File: config.mk
export PLATFORM = sky130hd
export DESIGN_NAME = sha256_hdr_server
export DESIGN_NICKNAME = d
export VERILOG_FILES = /design/src/rtl/sha256_pkg.sv /design/src/rtl/sha256_word_mux.sv /design/src/rtl/sha256_hdr_server.sv
export SDC_FILE = /design/constraint.sdc
export NUM_CORES = 2
export LEC_CHECK = 0
export CORE_MARGIN = 2
export CORE_UTILIZATION = 47
export CTS_CLUSTER_DIAMETER = 150
export CTS_CLUSTER_SIZE = 24
export DETAILED_ROUTE_END_ITERATION = 8
export PLACE_DENSITY = 0.72
export SLEW_MARGIN = 0
export SYNTH_ARGS = -nofsm -noshare
export SYNTH_HDL_FRONTEND = slang
export SYNTH_SLANG_ARGS = --single-unit
export TNS_END_PERCENT = 50
File: constraint.sdc
create_clock -name clk -period 40 [get_ports clk]
set_input_delay 12 -clock clk [delete_from_list [all_inputs] [get_ports clk]]
set_output_delay 12 -clock clk [all_outputs]
set_load 0.005 [all_outputs]
File: src/rtl/sha256_pkg.sv
// ============================================================================
//  sha256_pkg
//  Shared constants, chunk selects and response FSM encoding for the
//  SHA-256 header server.
//  Revision: 1.0
// ============================================================================
`default_nettype none

package sha256_pkg;

  localparam logic [31:0] PAD_WORD   = 32'h8000_0000;
  localparam logic [31:0] LEN_HDR    = 32'd640;
  localparam logic [31:0] LEN_DIGEST = 32'd256;

  localparam logic [1:0] CHUNK_HDR0 = 2'd0;
  localparam logic [1:0] CHUNK_HDR1 = 2'd1;
  localparam logic [1:0] CHUNK_DIG  = 2'd2;

  localparam int HDR_WORDS = 19;
  localparam int DIG_WORDS = 8;

  typedef enum logic [1:0] {
    ST_IDLE = 2'd0,
    ST_RESP = 2'd1,
    ST_HOLD = 2'd2
  } resp_state_t;

  function automatic logic [31:0] bswap32(input logic [31:0] w);
    return {w[7:0], w[15:8], w[23:16], w[31:24]};
  endfunction

endpackage

`default_nettype wire

File: src/rtl/sha256_word_mux.sv
// ============================================================================
//  sha256_word_mux
//  Combinational map from (chunk_sel, addr) and storage to a message word,
//  including SHA-256 padding/length words and the optional nonce byte swap.
//  Revision: 1.0
// ============================================================================
`default_nettype none

module sha256_word_mux
  import sha256_pkg::*;
#(
  parameter bit NONCE_BSWAP = 1'b1
) (
  input  logic [1:0]  chunk_sel,
  input  logic [3:0]  addr,
  input  logic [31:0] hdr [HDR_WORDS],
  input  logic [31:0] nonce,
  input  logic [31:0] dig [DIG_WORDS],
  output logic [31:0] word
);

  logic [31:0] w_nonce_word;

  generate
    if (NONCE_BSWAP) begin : g_bswap
      assign w_nonce_word = bswap32(nonce);
    end else begin : g_no_bswap
      assign w_nonce_word = nonce;
    end
  endgenerate

  always_comb begin
    word = '0;
    case (chunk_sel)
      CHUNK_HDR0: word = hdr[addr];
      CHUNK_HDR1: begin
        case (addr)
          4'd0:    word = hdr[16];
          4'd1:    word = hdr[17];
          4'd2:    word = hdr[18];
          4'd3:    word = w_nonce_word;
          4'd4:    word = PAD_WORD;
          4'd15:   word = LEN_HDR;
          default: word = '0;
        endcase
      end
      CHUNK_DIG: begin
        if (!addr[3])          word = dig[addr[2:0]];
        else if (addr == 4'd8) word = PAD_WORD;
        else if (addr == 4'd15) word = LEN_DIGEST;
        else                   word = '0;
      end
      default: word = '0;
    endcase
  end

endmodule

`default_nettype wire

File: src/rtl/sha256_hdr_server.sv
// ============================================================================
//  sha256_hdr_server
//  Word responder for the SHA-256 core: holds header, nonce and first-pass
//  digest, and serves one registered word per request handshake.
//  Revision: 1.0
// ============================================================================
`default_nettype none

module sha256_hdr_server
  import sha256_pkg::*;
#(
  parameter bit NONCE_BSWAP = 1'b1
) (
  input  logic         clk,
  input  logic         rst,
  input  logic         wr_en,
  input  logic [4:0]   wr_addr,
  input  logic [31:0]  wr_data,
  input  logic         nonce_load,
  input  logic [31:0]  nonce_in,
  input  logic         nonce_inc,
  output logic [31:0]  nonce,
  input  logic         digest_load,
  input  logic [255:0] digest_in,
  input  logic [1:0]   chunk_sel,
  input  logic         rq,
  input  logic [3:0]   addr,
  output logic [31:0]  data,
  output logic         rdy,
  output logic         chunk_done
);

  logic [31:0] r_hdr [HDR_WORDS];
  logic [31:0] r_dig [DIG_WORDS];
  logic [31:0] r_nonce;
  logic [31:0] r_data;
  logic        r_rdy;
  logic        r_chunk_done;

  resp_state_t r_state;
  resp_state_t w_state_nxt;
  logic        w_capture;
  logic [31:0] w_word;

  always_ff @(posedge clk or posedge rst) begin
    if (rst) begin
      for (int i = 0; i < HDR_WORDS; i++) r_hdr[i] <= '0;
    end else if (wr_en && (wr_addr < 5'(HDR_WORDS))) begin
      r_hdr[wr_addr] <= wr_data;
    end
  end

  // Word 0 of the digest sits in the top 32 bits of digest_in.
  always_ff @(posedge clk or posedge rst) begin
    if (rst) begin
      for (int i = 0; i < DIG_WORDS; i++) r_dig[i] <= '0;
    end else if (digest_load) begin
      for (int i = 0; i < DIG_WORDS; i++)
        r_dig[i] <= digest_in[(DIG_WORDS-1-i)*32 +: 32];
    end
  end

  always_ff @(posedge clk or posedge rst) begin
    if (rst)             r_nonce <= '0;
    else if (nonce_load) r_nonce <= nonce_in;
    else if (nonce_inc)  r_nonce <= r_nonce + 32'd1;
  end

  sha256_word_mux #(
    .NONCE_BSWAP (NONCE_BSWAP)
  ) u_word_mux (
    .chunk_sel (chunk_sel),
    .addr      (addr),
    .hdr       (r_hdr),
    .nonce     (r_nonce),
    .dig       (r_dig),
    .word      (w_word)
  );

  always_ff @(posedge clk or posedge rst) begin
    if (rst) r_state <= ST_IDLE;
    else     r_state <= w_state_nxt;
  end

  always_comb begin
    w_state_nxt = r_state;
    w_capture   = 1'b0;
    case (r_state)
      ST_IDLE: begin
        if (rq) begin
          w_capture   = 1'b1;
          w_state_nxt = ST_RESP;
        end
      end
      ST_RESP: w_state_nxt = rq ? ST_HOLD : ST_IDLE;
      ST_HOLD: if (!rq) w_state_nxt = ST_IDLE;
      default: w_state_nxt = ST_IDLE;
    endcase
  end

  // Word is frozen at capture; storage writes in the same cycle land next request.
  always_ff @(posedge clk or posedge rst) begin
    if (rst) begin
      r_data       <= '0;
      r_rdy        <= 1'b0;
      r_chunk_done <= 1'b0;
    end else begin
      r_rdy        <= w_capture;
      r_chunk_done <= w_capture && (addr == 4'd15);
      if (w_capture) r_data <= w_word;
    end
  end

  assign nonce      = r_nonce;
  assign data       = r_data;
  assign rdy        = r_rdy;
  assign chunk_done = r_chunk_done;

endmodule

`default_nettype wire

# Word level (Yosys, flattened, before mapping)

Cells that the tools add are included.

Logic and storage cells: 83
Bits in registers: 932
Output and inout bits: 66

Bitwise operators: 3
Add/sub/neg operators: 1
Reduce and logical (&&, ||, !) cells: 8
Order comparisons: 5
Equal/unequal tests: 12
Muxes and demuxes: 22

Operators by type and width:

| operator              | count |
|---|---|
| $bwmux 608            | 1 |
| $mux 32               | 9 |
| $pmux 32 s6           | 1 |
| $bmux 32 s5           | 1 |
| $demux 32 s5          | 1 |
| $bmux 32 s3           | 1 |
| $pmux 32 s3           | 1 |
| $add 32x1->32 const B | 1 |
| $mux 9                | 1 |
| $eq 4x2->1 const B    | 2 |
| $eq 4x4->1 const B    | 2 |
| $ge 5x6->1 const B    | 1 |
| $ge 6x6->1 const B    | 1 |
| $lt 6x1->1 const B    | 1 |
| $mux 2                | 3 |
| $not 5->6             | 1 |
| $pmux 2 s3            | 1 |
| $lt 5x5->1 const B    | 1 |
| $not 4->5             | 1 |
| $eq 2x1->1 const B    | 2 |
| $eq 2x2->1 const B    | 2 |
| $eq 4x1->1 const B    | 1 |
| $eq 4x3->1 const B    | 1 |
| $ge 4x4->1 const B    | 1 |
| 8 further kinds       | 13 |

# Depth between registers and ports, before layout

Depth after elaboration: 6
Mapped depth: 10
Depth with buffers taken out: 6

# By module

A second synthesis with hierarchy kept.

Cell total of the unflattened synthesis: 2801
Area, all modules: 42704.7 um^2

By module, submodules not included:

| module            | times used | area each (um^2) | cells each |
|---|---|---|---|
| sha256_hdr_server | 1          | 35373.9          | 2217 |
| sha256_word_mux   | 1          | 7330.8           | 584 |

# Least setup slack after synthesis

Ideal clock, no wire load.

Kind: input port to flip-flop
Start: in addr[0]
End: reg r_data[0] (netlist: data[0])
Arrival time: 13400 ps
Cell stages on the path: 6
Required time: 39858 ps
Path slack: 26457 ps
Library setup time: 142 ps
Cell sequence: buf_6 -> buf_2 -> buf_4 -> mux4_2 -> a22oi_1 -> o221ai_1

Cells in the longest elaborated chain, start to end: 6

RTL lines:

| item                                                | line                     | text |
|---|---|---|
| from (decl)                                         | sha256_hdr_server.sv:27  | `input logic [3:0] addr,` |
| branches (longest 5 deep; another with $bmux 32 s5) | n/a                      |  |
| $pmux 32 s3 (*)                                     | sha256_word_mux.sv:34    | `case (chunk_sel)` |
| to (signal assigned)                                | sha256_hdr_server.sv:110 | `if (w_capture) r_data <= w_word;` |
| to (decl)                                           | sha256_hdr_server.sv:36  | `logic [31:0] r_data;` |

Mark *: on every way between the ends. The select of a mux whose other input is x is not followed.
A chain may end at the register's enable or synchronous reset.

==> metrics.yaml <==
status:
  status: "completed"
min_path:
  hp-class: "flip-flop to flip-flop"
  whs_endpoint: "r_hdr[186]"
  hold_start: "r_hdr[186]"
  min_path_cells: 1
route:
  vias: 26150
  postRouteAntennaNets: 0
  first_pass_iters: 5
  viasPerCell: 6.192
  route.detailed.drc: 0
  wirelength_um: 124300
  wire_per_inst_um: 29.42
  first_iter_violations: 2137
placed_design:
  dpl_cell_area_mm2: 0.04707
  dp_hpwl_um: 80490
  place.gp.congestion: 0.8272
  portBuffers: 403
die:
  ios: 404
  coreArea_mm2: 0.08878
  die-width_um: 303.8
  die_h_um: 303.8
  initial_utilization_pct: 47.59
  num_rows: 109
  dieArea_mm2: 0.09231
yosys:
  yosys_warnings: 0
  synth_area_leaders: "dfrtp_1, mux2_2, mux4_2"
  ys_ff_latch: 932
  ys_seq_area_share_pct: 55.20
  yosys_most_used_dff: "dfrtp_1"
  syn-instance-count: 2794
  synth.distinct_cells: 58
  synth_top_area_cell: "dfrtp_1"
  avgSynthCellArea_um2: 15.12
  synth-async-reset-ratio_pct: 100.0
  synth_edf_count: 0
  syn_nets: 3133
  yosys.area.top_type_share_pct: 55.20
  synth_area_mm2: 0.04225
global_route:
  antenna_found_initial: 21
  grt_overflow_total: 0
  grt_max_degree: 177
  grt_usage_pct: 26.87
  grt_pass1_vias: 28000
  grt_pass1_wl_um: 185000
clock_tree:
  clk_pin_slew_ps: 100
  cts_tree: "yes"
  post_cts_buffers: 0
  insertion_delay_ps: 640
  clk_path_buf_depth: 3
  cts.hold.buffers_added: 0
  htree_levels: 2
  cts_buffers: 44
  clkSinkCount: 932
  clk_root_buffer_cell: "clkbuf_16"
  cts.repair.resized: 0
setup_path:
  rr_worst_depth: 8
  crit_type: "primary input to async pin"
  endpoint_kind: "async pin"
  rrSetupSlack_ps: 37080
  crit_start: "rst"
  cp.required_ps: 40640
  start_kind: "primary input"
  path_max_fanout: 176
  r2r-end: "data[20]"
  rr_startpoint: "r_state[1]"
  crit_arrival_ps: 15870
timing:
  drv_slew: 0
  timing.setup.tns_ps: 0
  worstMarginPinSlew_ps: 1300
  rsz0062_at_grt: "no"
  fin_skew_ps: 21.94
  max_slew_margin_pct: 13.25
  setup_violations: 0
  hold_viol: 0
  hold_ws_ps: 494.3
  period_share_pct: 38.09
  min_period_ps: 15240
  fmax_mhz: 65.64
layout:
  layout_common_cells: "dfrtp_1, mux2_2, clkdlybuf4s50_1"
  final_common_cell: "dfrtp_1"
  finalInstanceArea_mm2: 0.04828
  drive_above_1_share_pct: 34.56
  syn2layout_area_growth_pct: 14.27
  final_nets: 3381
power:
  irDropWorstVdd_mv: 0.04021
  p_leak_uw: 0.02073
  p_per_area_mw_per_mm2: 43.34
flow_run:
  cap_violations: 0
==> worst max-delay path by stage <==
stage / to / slack [ps] / cells past startpoint
2_1_floorplan: chunk_done / 1790 / 1
3_3_place_gp: r_hdr[20] / 24090 / 5
3_5_place_dp: r_hdr[404] / 23890 / 5
4_1_cts: data[22] / 24540 / 5
5_1_grt: data[22] / 24040 / 5
6_report: r_hdr[407] / 24760 / 5
==> power by group <==
part           switching (µW)  total [µW]  internal [µW]
Combinational             159         393            234
Sequential               96.7        1190           1100
Clock                     297         506            209
Total                     553        2090           1540
==> flip-flops by register name, indices dropped and copies added, names as in the netlist <==
name        cells
r_hdr         608
r_dig         256
data           32
rdy             1
nonce          32
r_state         2
chunk_done      1
==> through the flow <==
step	instances	setup slack (ps)	util, %	power [µW]
6_report	4223	24760	54.38	2092
5_1_grt	4222	24040	54.38	2183
4_1_cts	4209	24540	54.34	2101
3_5_place_dp	4161	23890	53.02	1604
3_3_place_gp	4161	24090	53.02	1574
2_1_floorplan	2794	1792	-	1446
==> routing by layer <==
metal  track usage, %  wire length [µm]  up-vias
li1                 -                 -    10860
met3            5.989              8799      207
met2            43.14             59660      928
met5                0                24        -
met1            35.86             51050    14150
met4            10.36              4716        4
==> critical path: stages <==
cell and delay, ps:
clkdlybuf4s50_1 490, inv_8 590, buf_12 650, buf_4 980
buf_4 860
==> final cells by class <==
cell class                      instances  area, µm²
Antenna cell                           14      35.03
Clock buffer                           45       1126
Clock inverter                          3      47.55
Fill cell                            7064      40500
Inverter                                4      22.52
Multi-Input combinational cell       1606      17820
Sequential cell                       932      23320
Tap cell                             1165       1458
Timing Repair Buffer                  454       4447
==> synth_stat cells (6+ instances only) <==
| library cell | n |
|---|---|
| dfrtp_1 | 932 |
| mux2_2 | 754 |
| mux4_2 | 174 |
| mux2_1 | 114 |
| mux2i_1 | 106 |
| clkbuf_1 | 104 |
| a22oi_1 | 63 |
| buf_1 | 59 |
| nand2_1 | 58 |
| buf_2 | 57 |
| a22o_1 | 46 |
| nor2_1 | 32 |
| o221ai_1 | 28 |
| buf_4 | 24 |
| o21ai_0 | 24 |
| xor2_1 | 23 |
| a21oi_1 | 21 |
| nand3_1 | 21 |
| nand4_1 | 16 |
| o22ai_1 | 15 |
| a32oi_1 | 14 |
| o21ai_1 | 14 |
| nor2b_1 | 12 |
| xnor2_1 | 9 |
| and3_1 | 8 |
| nor3_1 | 8 |
| buf_6 | 7 |
| nand2b_1 | 6 |
==> kinds of logic (layout without fill, tap and decap cells) <==
family	after synthesis	count (layout)	synth area share [%]
mux	1148	1148	34.92
flops	932	932	55.20
buf+inv	256	506	2.784
compound gates	239	239	4.152
simple gates	186	186	2.248
xor+xnor	32	32	0.6634
fa+ha+maj	1	1	0.02961
other cells	0	14	0
No activity file was read; power rests on OpenSTA's default activity.
